[src/rtl/gpio_bus_responder.sv]
// gpio_bus_responder: memory-mapped GPIO register pair with edge-latching interrupt
module gpio_bus_responder #(
    parameter int              WIDTH       = 8,
    parameter int              WAIT_STATES = 1,
    parameter logic [WIDTH-1:0] RESET_OUT  = '0
) (
    input  logic             clk,
    input  logic             reset,
    input  logic [2:0]       selector_in,
    input  logic [31:0]      Adr_in,
    input  logic             MemWrite_in,
    input  logic             MemRead_in,
    input  logic [31:0]      WriteData_in,
    input  logic [WIDTH-1:0] gpio_in,
    output logic [31:0]      Data_out,
    output logic             ready_out,
    output logic [WIDTH-1:0] gpio_out,
    output logic             irq_out
);
    typedef enum logic [1:0] {IDLE, BUSY, DONE, HOLD} state_t;
    state_t           state;
    logic [3:0]       count;
    logic [15:0]      addr;
    logic             wr, rd;
    logic [WIDTH-1:0] wdata;
    logic [WIDTH-1:0] s1, sync, prev, edges;
    logic             req, fire, clr;
    logic             unused_ok;
    assign req       = selector_in[1] & (MemWrite_in | MemRead_in);
    assign fire      = state == BUSY && count == WAIT_STATES[3:0];
    assign clr       = fire && rd && !wr && addr == 16'h0028;
    assign unused_ok = ^{selector_in[2], selector_in[0], Adr_in[31:16], WriteData_in[31:WIDTH]};
    // synchronize pins, latch both-polarity edges, clear only the flags a GPIO_2 read returned
    always_ff @(posedge clk or negedge reset) begin
        if (!reset) begin
            s1      <= '0;
            sync    <= '0;
            prev    <= '0;
            edges   <= '0;
            irq_out <= 1'b0;
        end else begin
            s1      <= gpio_in;
            sync    <= s1;
            prev    <= sync;
            edges   <= (sync ^ prev) | (clr ? '0 : edges);
            irq_out <= |edges;
        end
    end
    // access sequencer: the access executes on the edge that raises ready_out
    always_ff @(posedge clk or negedge reset) begin
        if (!reset) begin
            state     <= IDLE;
            count     <= '0;
            addr      <= '0;
            wr        <= 1'b0;
            rd        <= 1'b0;
            wdata     <= '0;
            ready_out <= 1'b0;
            gpio_out  <= RESET_OUT;
            Data_out  <= '0;
        end else begin
            case (state)
                IDLE: if (req) begin
                    state <= BUSY;
                    addr  <= Adr_in[15:0];
                    wr    <= MemWrite_in;
                    rd    <= MemRead_in;
                    wdata <= WriteData_in[WIDTH-1:0];
                    count <= '0;
                end
                BUSY: begin
                    count <= count + 4'd1;
                    if (fire) begin
                        state     <= DONE;
                        ready_out <= 1'b1;
                        if (addr == 16'h0024) begin
                            if (wr)
                                gpio_out <= wdata;
                            else
                                Data_out <= 32'(gpio_out);
                        end else if (addr == 16'h0028) begin
                            if (!wr)
                                Data_out <= {16'(edges), 16'(sync)};
                        end else begin
                            Data_out <= '0;
                        end
                    end
                end
                DONE: begin
                    ready_out <= 1'b0;
                    state     <= HOLD;
                end
                default: if (!req) state <= IDLE;
            endcase
        end
    end
endmodule
[config.mk]
export PLATFORM = sky130hd
export DESIGN_NAME = gpio_bus_responder
export DESIGN_NICKNAME = d
export VERILOG_FILES = /design/src/rtl/gpio_bus_responder.sv
export SDC_FILE = /design/constraint.sdc
export NUM_CORES = 1
export LEC_CHECK = 0
export CAP_MARGIN = 20
export CORE_MARGIN = 5
export CORE_UTILIZATION = 42
export DETAILED_ROUTE_END_ITERATION = 8
export PLACE_DENSITY_LB_ADDON = 0.15
export SLEW_MARGIN = 10
export SYNTH_ARGS = -nofsm -noshare
export SYNTH_HDL_FRONTEND = slang
export SYNTH_SLANG_ARGS = --single-unit
[constraint.sdc]
create_clock -name clk -period 5.7 [get_ports clk]
set_clock_uncertainty 0.1 [all_clocks]
set_input_delay 1.14 -clock clk [delete_from_list [all_inputs] [get_ports clk]]
set_output_delay 1.14 -clock clk [all_outputs]
set_load 0.01 [all_outputs]
# Yosys cells after proc, flatten, opt, wreduce, memory -nomap -nowiden
# Index checks and enable logic that the tools add are counted.
classes:
  add_sub_neg: 1
  n_eq_ne: 10
  mux: 13
  bitwise_logic: 4
  n_reduce_logical: 15
ops:
  columns: ["operator", "count"]
  rows:
  - ["2-to-1 mux 32 bit", 4]
  - ["equality test 16 x 6 -> 1 bit (second input constant)", 2]
  - ["2-to-1 mux 8 bit", 1]
  - ["inequality test 2 bit (second input constant)", 4]
  - ["bitwise OR 8 bit", 1]
  - ["case mux 4 bit (2 select lines)", 1]
  - ["AND reduction 4 bit", 2]
  - ["OR reduction 8 bit", 1]
  - ["bitwise XOR 8 bit", 1]
  - ["2-to-1 mux 2 bit", 3]
  - ["case mux 2 bit (3 select lines)", 1]
  - ["AND reduction 2 bit", 3]
  - ["adder 4 x 1 -> 4 bit (second input constant)", 1]
  - ["equality test 4 x 1 -> 1 bit (second input constant)", 1]
  - ["logical AND 1 bit", 4]
  - ["2-to-1 mux 4 bit", 1]
  - ["inequality test 4 x 1 -> 1 bit (second input constant)", 1]
  - ["nonzero test 2 bit", 2]
  - ["AND reduction 3 bit", 1]
  - ["equality test 2 x 1 -> 1 bit (second input constant)", 1]
  - ["equality test 2 bit (second input constant)", 1]
  - ["logical NOT 2 bit", 1]
  - ["case mux 1 bit (2 select lines)", 1]
  - ["AND 1 bit", 1]
  - ["other kinds (3)", 3]
word_totals:
  register_bits: 106
  output_inout_bits: 42
  wordCells: 57

# Depth between registers and ports, before layout
# Gate-level depths: netlist (run 1).
depth:
  word_depth: 7
  depth_mapped: 7

# Worst setup path before layout (run 1)
# No wires, ideal clock.
synth_timing:
  kind: "input to register"
  startpoint: "in MemRead_in"
  endpoint: "reg addr[0]"
  arrival_ns: 2.250
  required_ns: 5.475
  setup_slack_ns: 3.226
  stages: 4
  cell_sequence: "o21a_1 > nand2_1 > clkbuf_1 > mux2_2"
synth_between:
  elab_chain_cells: 3
synth_lines:
  columns: ["item", "line", "text"]
  rows:
  - ["from (decl)", "12", "input logic MemRead_in,"]
  - ["bitwise OR 1 bit", "29", "assign req = selector_in[1] & (MemWrite_in | MemRead_in);"]
  - ["AND 1 bit", "29", null]
  - ["AND reduction 2 bit (no source line)", null, null]
  - ["to (signal assigned)", "65", "addr <= Adr_in[15:0];"]
  - ["to (decl)", "23", "logic [15:0] addr;"]
# No other way between the ends.
# A chain may end at the register's enable or synchronous reset.

# Worst setup path after layout (run 1)
layout_timing:
  startpoint: "reg addr[11]"
  endpoint: "reg edges[1]"
layout_between:
  elab_chain_cells: 4
layout_lines:
  columns: ["item", "line", "text"]
  rows:
  - ["equality test 16 x 6 -> 1 bit", "31", "assign clr = fire && rd && !wr && addr == 16'h0028;"]
  - ["logical AND 1 bit", "31", null]
  - ["2-to-1 mux 8 bit", "45", "edges <= (sync ^ prev) | (clr ? '0 : edges);"]
  - ["bitwise OR 8 bit", "45", null]
  - ["to (signal assigned)", "45", null]
  - ["to (decl)", "26", "logic [WIDTH-1:0] s1, sync, prev, edges;"]
# No other way between the ends.

==> run summary, run 1 <==
Rel. slew slack: 0.580
initial drt markers: 42
number of flops mapped to enable cells by yosys: 0
critical path type: flip-flop to flip-flop
Seq cells post-synth: 90
share of cells above drive strength 1: 0.183
die boundary width: 102 um
share of power burned in combinational logic: 0.250
Synth area leader: dfrtp_1
cell count after synthesis: 264
via count of the first global-routing pass: 2217
Final Net Count: 419
number of fill cells in the layout: 713
Layout Area Growth over Synthesis: 25.9%
non-filler cells, final: 444
I/O Pins: 121
sw power: 0.530 mW
CP Launch Type: flip-flop
gr usage total: 0.137
Core Region: 0.00826 mm^2
Mean Syn Cell Area: 13.5 um^2
pre-CTS setup slack: 2.66 ns
vias: 2165
post-CTS sizing: 0
multi-input logic area: 0.00121 mm^2
Mapped Area: 0.00357 mm^2
CTS tree: done
initial antenna violation count: 0
Detailed Place HPWL: 4660 um
MaxCap Viol Count: 0
FFs w/ async S/R, synth: 1.00
Critical Path RT: 5.84 ns
Post-Layout Inst Area: 0.00450 mm^2
Antenna Cells: 0
sequential power share: 0.506
post-route setup slack: 2.85 ns
Reg clk slew, reported paths: 0.09 ns
total power draw: 1.79 mW
r2r setup slk: 2.85 ns
clock power share: 0.244
Most used DFF post-synth: dfrtp_1
CTS Buffer Depth: 2
largest net degree at the start of global routing: 83
static leakage: 1.94 nW
Min Hold Slack: 0.258 ns
RSZ-0062 raised after global routing: no
cts bufs inserted: 9
max-slew violation count: 0
Crit. End Element: flip-flop
Worst Path Arrival: 3.00 ns
first-pass GRT wire length: 10900 um
Tightest Pin Transition: 0.628 ns
grt ovf: 0
drt first pass iters: 4
Yosys top cell area share: 0.631
post-route clock period utilization: 0.501
WL per Instance: 14.8 um
Starting Density: 0.432
library cells used by synthesis: 31
status: complete, no violations
Total Wirelength: 6580 um
die area: 0.0104 mm^2
Routed Antenna Nets: 0
final core utilization: 0.544
DP Area: 0.00427 mm^2
top cells by area, synth: dfrtp_1 63%, mux2_2 11%, buf_4 3.6%
Final Hold Vio Count: 0
DR vias/cell: 4.88
DP Cell Count: 427
global placer's final weighted congestion: 0.726
count leader, synth: dfrtp_1
Crit Path Max Fanout: 11
CTS Root Cell: clkbuf_8
setup violators final: 0
synth cell count leaders: 90 x dfrtp_1, 35 x mux2_2, 20 x nor2_1
final critical-path required period: 2.85 ns
Buffers on Ports: 62
std cell rows: 33
clk_lat worst skew: 0.35 ns
Ys Warns: 0
Max VDD drop: 0.222 mV
Pint: 1.26 mW
die height: 102 um
register area: 0.00225 mm^2
PwrDens: 398 mW/mm^2
setup bufs post-CTS: 0
register area share after synthesis: 0.631
Sum Neg Setup Slack: 0 ns
Sw Ratio: 0.296
cts hold-fix bufs: 0
CTS sink cnt: 90
drt drc: 0
htree depth: 3
Hold WC Path Type: flip-flop to flip-flop
Highest Clock Rate: 350 MHz
cell families after synthesis:
| group | count (synthesis) | synth area share |
|---|---|---|
| simple gates | 51 | 0.0768 |
| other cells | 1 | 0.00105 |
| buf+inv | 26 | 0.0452 |
| compound gates | 46 | 0.0922 |
| mux | 36 | 0.113 |
| xor+xnor | 8 | 0.0196 |
| flops | 90 | 0.631 |
| fa+ha+maj | 6 | 0.0210 |
worst max-delay path, stage by stage (launching register included):
cell and delay, ns:
dfrtp_1 0.39, nor4_1 0.52, nand4_1 0.55, nor3_2 0.62, nand2_1 0.32, a21o_1 0.25
routing by layer:
metal,part of all wire,routed length [um],vias to the layer above,global-route usage
met3,0.059,391,10,0.0369
met5,0,0,-,0
li1,-,-,1040,-
met4,0.018,120,0,0.0575
met2,0.46,3050,55,0.206
met1,0.46,3020,1060,0.189
cell type report:
cell class              count  share of cell area
inverters                   5             0.00417
well taps                 105              0.0292
flip-flops and latches     90               0.501
repair buffers             65               0.151
clock inverters             7              0.0170
multi-input cells         163               0.270
clock buffers               9              0.0276
power by group through the flow:
stage	logic (mW)	registers (mW)	clock network [mW]
2_1_floorplan	0.291	0.892	0
3_3_place_gp	0.432	0.910	0
3_5_place_dp	0.453	0.916	0
4_1_cts	0.454	0.905	0.448
5_1_grt	0.494	0.925	0.476
6_report	0.448	0.904	0.436
final timing paths:
path / startpoint / endpoint / depth (start not counted)
min: s1[6] / sync[6] / 0
min reg2reg: s1[6] / sync[6] / 0
max reg2reg: addr[11] / edges[1] / 5
max: addr[11] / edges[1] / 5
max in group asynchronous: reset / addr[0] / 3
min in group asynchronous: reset / addr[11] / 1
placed cells by master (no fill, tap or decap), types with 2 or more instances in the layout:
cell             netlist  final
clkdlybuf4s50_1        0     61
conb_1                 1     16
nand4_1                2      2
a22o_1                10     10
nand2_1               14     14
inv_6                  0      2
xor2_1                 8      8
inv_1                  5      5
buf_16                 0      2
nor2_1                20     20
clkbuf_8               0      9
mux2_2                35     35
nand3_1                2      2
nor4b_1                2      2
a21oi_1                9      9
a2bb2oi_1              8      8
clkinvlp_4             0      2
nor4_1                 4      4
buf_4                 17      2
a21o_1                 8      8
dfrtp_1               90     90
ha_1                   6      6
o21ai_0                6      6
o21a_1                 2      2
state kept, by name, indices dropped and copies added (netlist names), 2 cells and up:
signal / cells
Data_out: 16
addr: 16
edges: 8
gpio_out: 8
prev: 8
s1: 8
sync: 8
wdata: 8
count: 4
state: 2
(Power assumes the default switching activity.)
==> run 2, diff against run 1 <==
- CORE_UTILIZATION: 42 -> 41
- clock period: 5.7 -> 2.45 ns (I/O delays scaled with it)
==> run 2 against run 1 <==
Maximum frequency up 32%. Global-route usage fell by 0.25 points. Sequential power rose by 130%. Non-clock buffer count grew 4. Register-to-register slack worse by 2.6 ns. First-iteration DRC count is 62% higher. Cell count up 1.6%. Utilization fell by 1.7 points.
==> run summary, run 2 (synthesis gave the netlist of run 1 again) <==
Final Hold Vio Count: 0
Critical Path RT: 2.58 ns
hold path startpoint: s1[1]
Highest Clock Rate: 462 MHz
setup violators final: 0
most common cell after layout, fill and taps aside: dfrtp_1
hold endpoint: sync[1]
Reg clk slew, reported paths: 0.09 ns
DP Area: 0.00431 mm^2
global placer's final weighted congestion: 0.741
Max VDD drop: 0.497 mV
die area: 0.0107 mm^2
Tightest Pin Transition: 0.606 ns
pre-CTS setup slack: 0.234 ns
Buffers on Ports: 62
setup bufs post-CTS: 0
htree depth: 3
largest net degree at the start of global routing: 57
r2r startpoint: addr[7]
r2r endpoint: gpio_out[6]
Detailed Place HPWL: 4820 um
std cell rows: 34
total power draw: 4.18 mW
PwrDens: 922 mW/mm^2
Crit Path Max Fanout: 8
commonest non-fill, non-tap cells in the layout: 90 x dfrtp_1, 61 x clkdlybuf4s50_1, 35 x mux2_2
post-route clock period utilization: 0.883
post-CTS sizing: 0
Worst Reg2Reg Path Length in Cells: 5
static leakage: 1.96 nW
die boundary width: 103 um
cts bufs inserted: 9
DR vias/cell: 4.79
Sum Neg Setup Slack: 0 ns
drt drc: 0
initial antenna violation count: 0
initial drt markers: 68
cts hold-fix bufs: 1
gr usage total: 0.135
CTS Root Cell: clkbuf_8
CTS tree: done
share of cells above drive strength 1: 0.190
WHS Path Cells: 0
via count of the first global-routing pass: 2174
Largest regs: Data_out: 16 flops, addr: 16 flops
Routed Antenna Nets: 0
I/O Pins: 121
grt ovf: 0
Rel. slew slack: 0.593
CTS Buffer Depth: 2
r2r setup slk: 0.29 ns
Starting Density: 0.415
final critical-path required period: 2.16 ns
clk_lat worst skew: 0.35 ns
Total Wirelength: 6620 um
Worst Path Arrival: 2.30 ns
Post-Layout Inst Area: 0.00453 mm^2
first-pass GRT wire length: 11000 um
Core Region: 0.00859 mm^2
post-route setup slack: 0.286 ns
vias: 2161
die height: 103 um
max-slew violation count: 0
number of fill cells in the layout: 744
drt first pass iters: 4
Crit. End Element: flip-flop
WL per Instance: 14.7 um
RSZ-0062 raised after global routing: no
critical path type: flip-flop to flip-flop
MaxCap Viol Count: 0
Layout Area Growth over Synthesis: 26.8%
Hold WC Path Type: flip-flop to flip-flop
CP Launch Type: flip-flop
status: complete, no violations
CTS sink cnt: 90
Final Net Count: 423
Antenna Cells: 0
==> run 2: cell types whose count changed in the layout (fill, tap and decap cells not counted) <==
cell and change:
dlygate4sd3_1 +1, buf_4 +3, buf_16 -2, clkbuf_8 +2, buf_12 +2, clkinvlp_4 -1
inv_6 -1
==> run 2: routing by layer <==
metal  wire (um)  vias up  global-route usage
met1        3120     1056               0.191
met4          84        0              0.0538
met3         378        6              0.0416
met5           0        -                   0
met2        3040       47               0.194
li1            -     1052                   -
==> run 2: area by class of cell <==
type,count,area (um^2),area share
Clock inverter,5,60.1,0.0133
Tap cell,108,135,0.0298
Inverter,5,18.8,0.00414
Multi-Input combinational cell,163,1210,0.268
Sequential cell,90,2250,0.497
Timing Repair Buffer,69,698,0.154
Clock buffer,11,151,0.0334
==> run 2: worst max path at each step <==
| stage | endpoint | start | slack (ns) | cells past startpoint |
|---|---|---|---|---|
| final | gpio_out[6] | addr[7] | 0.29 | 5 |
| after global routing | Data_out[23] | addr[7] | 0.01 | 4 |
| after CTS | Data_out[20] | addr[7] | 0.21 | 4 |
| after detailed placement | Data_out[21] | addr[7] | 0.23 | 4 |
| after global placement | Data_out[20] | addr[7] | 0.26 | 4 |
| after floorplan | gpio_out[0] | state[1] | 0.46 | 6 |
==> run 2: critical path: stages, from the launching register on <==
cell and delay [ns]:
dfrtp_1 0.38, nor4_1 0.49, nand4_1 0.24, nor4b_4 0.29
buf_4 0.20, mux2_2 0.34
==> run 2: stage by stage <==
step	instances	hold slack [ns]	utilization
final	451	0.248	0.527
after global routing	451	0.262	0.527
after CTS	451	0.253	0.527
after detailed placement	434	0.237	0.501
after global placement	434	0.233	0.501
after floorplan	279	0.0944	-
==> run 2: where the power goes <==
group	internal, mW	switching [mW]	total, mW
logic	0.604	0.429	1.03
registers	1.84	0.261	2.10
clock network	0.531	0.515	1.05
==> patch: new RTL, flow settings as in run 2 <==
The output `irq_out` loses its register stage (`irq_out` becomes a continuous assignment).
--- a/src/rtl/gpio_bus_responder.sv
+++ b/src/rtl/gpio_bus_responder.sv
@@ -38,5 +38,4 @@
             prev    <= '0;
             edges   <= '0;
-            irq_out <= 1'b0;
         end else begin
             s1      <= gpio_in;
@@ -44,7 +43,8 @@
             prev    <= sync;
             edges   <= (sync ^ prev) | (clr ? '0 : edges);
-            irq_out <= |edges;
         end
     end
+
+    assign irq_out = |edges;
     // access sequencer: the access executes on the edge that raises ready_out
     always_ff @(posedge clk or negedge reset) begin
Behaviour: not the same (a bounded check fails within 4 cycles, from zero or initial values and one cycle with reset low).
==> patch against run 2 <==
- setup slack worse by 0.070 ns
- total power up 1.2%
- final area up 0.14%
- sequential cell count down 1
- fmax down 3.1%
- synthesized area down 0.70%
- wire length down 3.5%
- critical path type unchanged
- largest cell class unchanged
- highest routed layer unchanged
==> patch: results (changes against run 2) <==
<table>
<tr><th>Metric</th><th>Value</th></tr>
<tr><th colspan="2">Critical path</th></tr>
<tr><td>R2r setup slk</td><td>0.22 ns (-0.07 ns)</td></tr>
<tr><td>Data arrival time at the worst-slack endpoint</td><td>2.37 ns (+0.07 ns)</td></tr>
<tr><td>Reg-to-Reg End</td><td>Data_out[23]$_DFFE_PN0P_</td></tr>
<tr><td>CP max stage delay</td><td>0.41 ns (-0.08 ns)</td></tr>
<tr><td>CP top delay family</td><td>compound AO/OA/AOI/OAI gates</td></tr>
<tr><td>Crit path max-delay cell type</td><td>dfrtp_1</td></tr>
<tr><td>Highest net fanout along the worst path</td><td>10 (+2)</td></tr>
<tr><td>Origin of the critical flop-to-flop path</td><td>state[1]$_DFFE_PN0P_</td></tr>
<tr><th colspan="2">Cells and area</th></tr>
<tr><td>Number of inserted filler cells in the final layout</td><td>758 (+1.9%)</td></tr>
<tr><td>Post-Layout Cell Count</td><td>452 (+0.22%)</td></tr>
<tr><td>Share of cells above drive strength 1</td><td>0.195 (+0.00526)</td></tr>
<tr><th colspan="2">Routing</th></tr>
<tr><td>Total Wirelength</td><td>6.39 mm (-3.5%)</td></tr>
<tr><td>Number of design-rule violations left by the first detailed-router iteration</td><td>56 (-18%)</td></tr>
<tr><td>Via density per instance</td><td>4.77 (-0.36%)</td></tr>
<tr><th colspan="2">STA</th></tr>
<tr><td>Hold slack</td><td>0.253 ns (+0.00415 ns)</td></tr>
<tr><td>Tightest Pin Transition</td><td>0.591 ns (-0.0151 ns)</td></tr>
<tr><th colspan="2">Placed design</th></tr>
<tr><td>Half-perimeter wire length after placement</td><td>4.69 mm (-2.7%)</td></tr>
<tr><td>Placer Congestion</td><td>0.784 (+5.8%)</td></tr>
<tr><td>Worst slack, placed</td><td>0.231 ns (-0.00312 ns)</td></tr>
<tr><th colspan="2">Pwr</th></tr>
<tr><td>Lkg Pwr</td><td>1.97 nW (+0.43%)</td></tr>
<tr><td>VDD IR-drop max</td><td>0.000417 V (-16%)</td></tr>
<tr><th colspan="2">GRT</th></tr>
<tr><td>All-layer global routing usage</td><td>0.135 (+0.000203)</td></tr>
<tr><td>Pin count of the biggest net entering global routing</td><td>45 (-21%)</td></tr>
<tr><td>Global-route wire length before repair</td><td>11.0 mm (-0.31%)</td></tr>
<tr><td>Number of global-route vias before repair</td><td>2255 (+3.7%)</td></tr>
<tr><th colspan="2">Yosys</th></tr>
<tr><td>Leading post-synthesis cells by cell area</td><td>dfrtp_1 (63%), mux2_2 (11%), buf_4 (3.6%)</td></tr>
<tr><td>Cells after synthesis</td><td>263 (-0.38%)</td></tr>
<tr><td>Seq/Total Area, Yosys</td><td>0.628 (-0.00261)</td></tr>
<tr><th colspan="2">Run status</th></tr>
<tr><td>Status</td><td>finished clean</td></tr>
<tr><th colspan="2">Worst hold path</th></tr>
<tr><td>Origin of the worst min-delay path</td><td>s1[1]$_DFF_PN0_</td></tr>
</table>
patch: cell types whose count changed in the layout (fill, tap and decap cells not counted), sizes merged:
cell and delta:
buf +2, bufinv +1, clkbuf -1, dfrtp -1
patch: where the power goes:
part	total (mW)	internal [mW]	switching, mW
clock network	1.11	0.606	0.508
registers	2.07	1.82	0.251
logic	1.04	0.611	0.433
total	4.23	3.04	1.19
patch: through the flow:
stage / power [mW] / instance area, um^2
floorplan: 2.74 / 3600
global placement: 3.12 / 4300
detailed placement: 3.16 / 4300
CTS: 4.29 / 4530
global route: 4.52 / 4530
finish: 4.23 / 4530
patch: final cells by class:
class | instances | area, um^2 | area share
clock buffers | 10 | 138 | 0.0304
well taps | 108 | 135 | 0.0298
inverters | 5 | 18.8 | 0.00414
repair buffers | 71 | 713 | 0.157
clock inverters | 6 | 90.1 | 0.0199
multi-input cells | 163 | 1210 | 0.267
flip-flops and latches | 89 | 2230 | 0.491
patch: worst max path at each step:
stage,startpoint,endpoint,depth (start not counted),slack [ns]
after CTS,edges[6]$_DFF_PN0_,irq_out,3,0.21
after floorplan,state[1]$_DFFE_PN0P_,gpio_out[0]$_DFFE_PN0P_,6,0.46
after global placement,state[1]$_DFFE_PN0P_,Data_out[21]$_DFFE_PN0P_,6,0.27
final,state[1]$_DFFE_PN0P_,Data_out[23]$_DFFE_PN0P_,6,0.22
after detailed placement,state[1]$_DFFE_PN0P_,Data_out[23]$_DFFE_PN0P_,6,0.23
after global routing,state[1]$_DFFE_PN0P_,Data_out[22]$_DFFE_PN0P_,6,0.04
patch: cells by family after synthesis:
kind of cell | count (synthesis) | share of synthesized area
mux | 36 | 0.114
compound gates | 46 | 0.0928
buf+inv | 26 | 0.0455
xor+xnor | 8 | 0.0198
simple gates | 51 | 0.0773
other cells | 1 | 0.00106
fa+ha+maj | 6 | 0.0212
flops | 89 | 0.628
patch: per-layer routing:
| layer | share of wire | global-route usage |
|---|---|---|
| met5 | 0 | 0 |
| met4 | 0.029 | 0.0637 |
| met3 | 0.060 | 0.0433 |
| met2 | 0.46 | 0.203 |
| met1 | 0.45 | 0.177 |
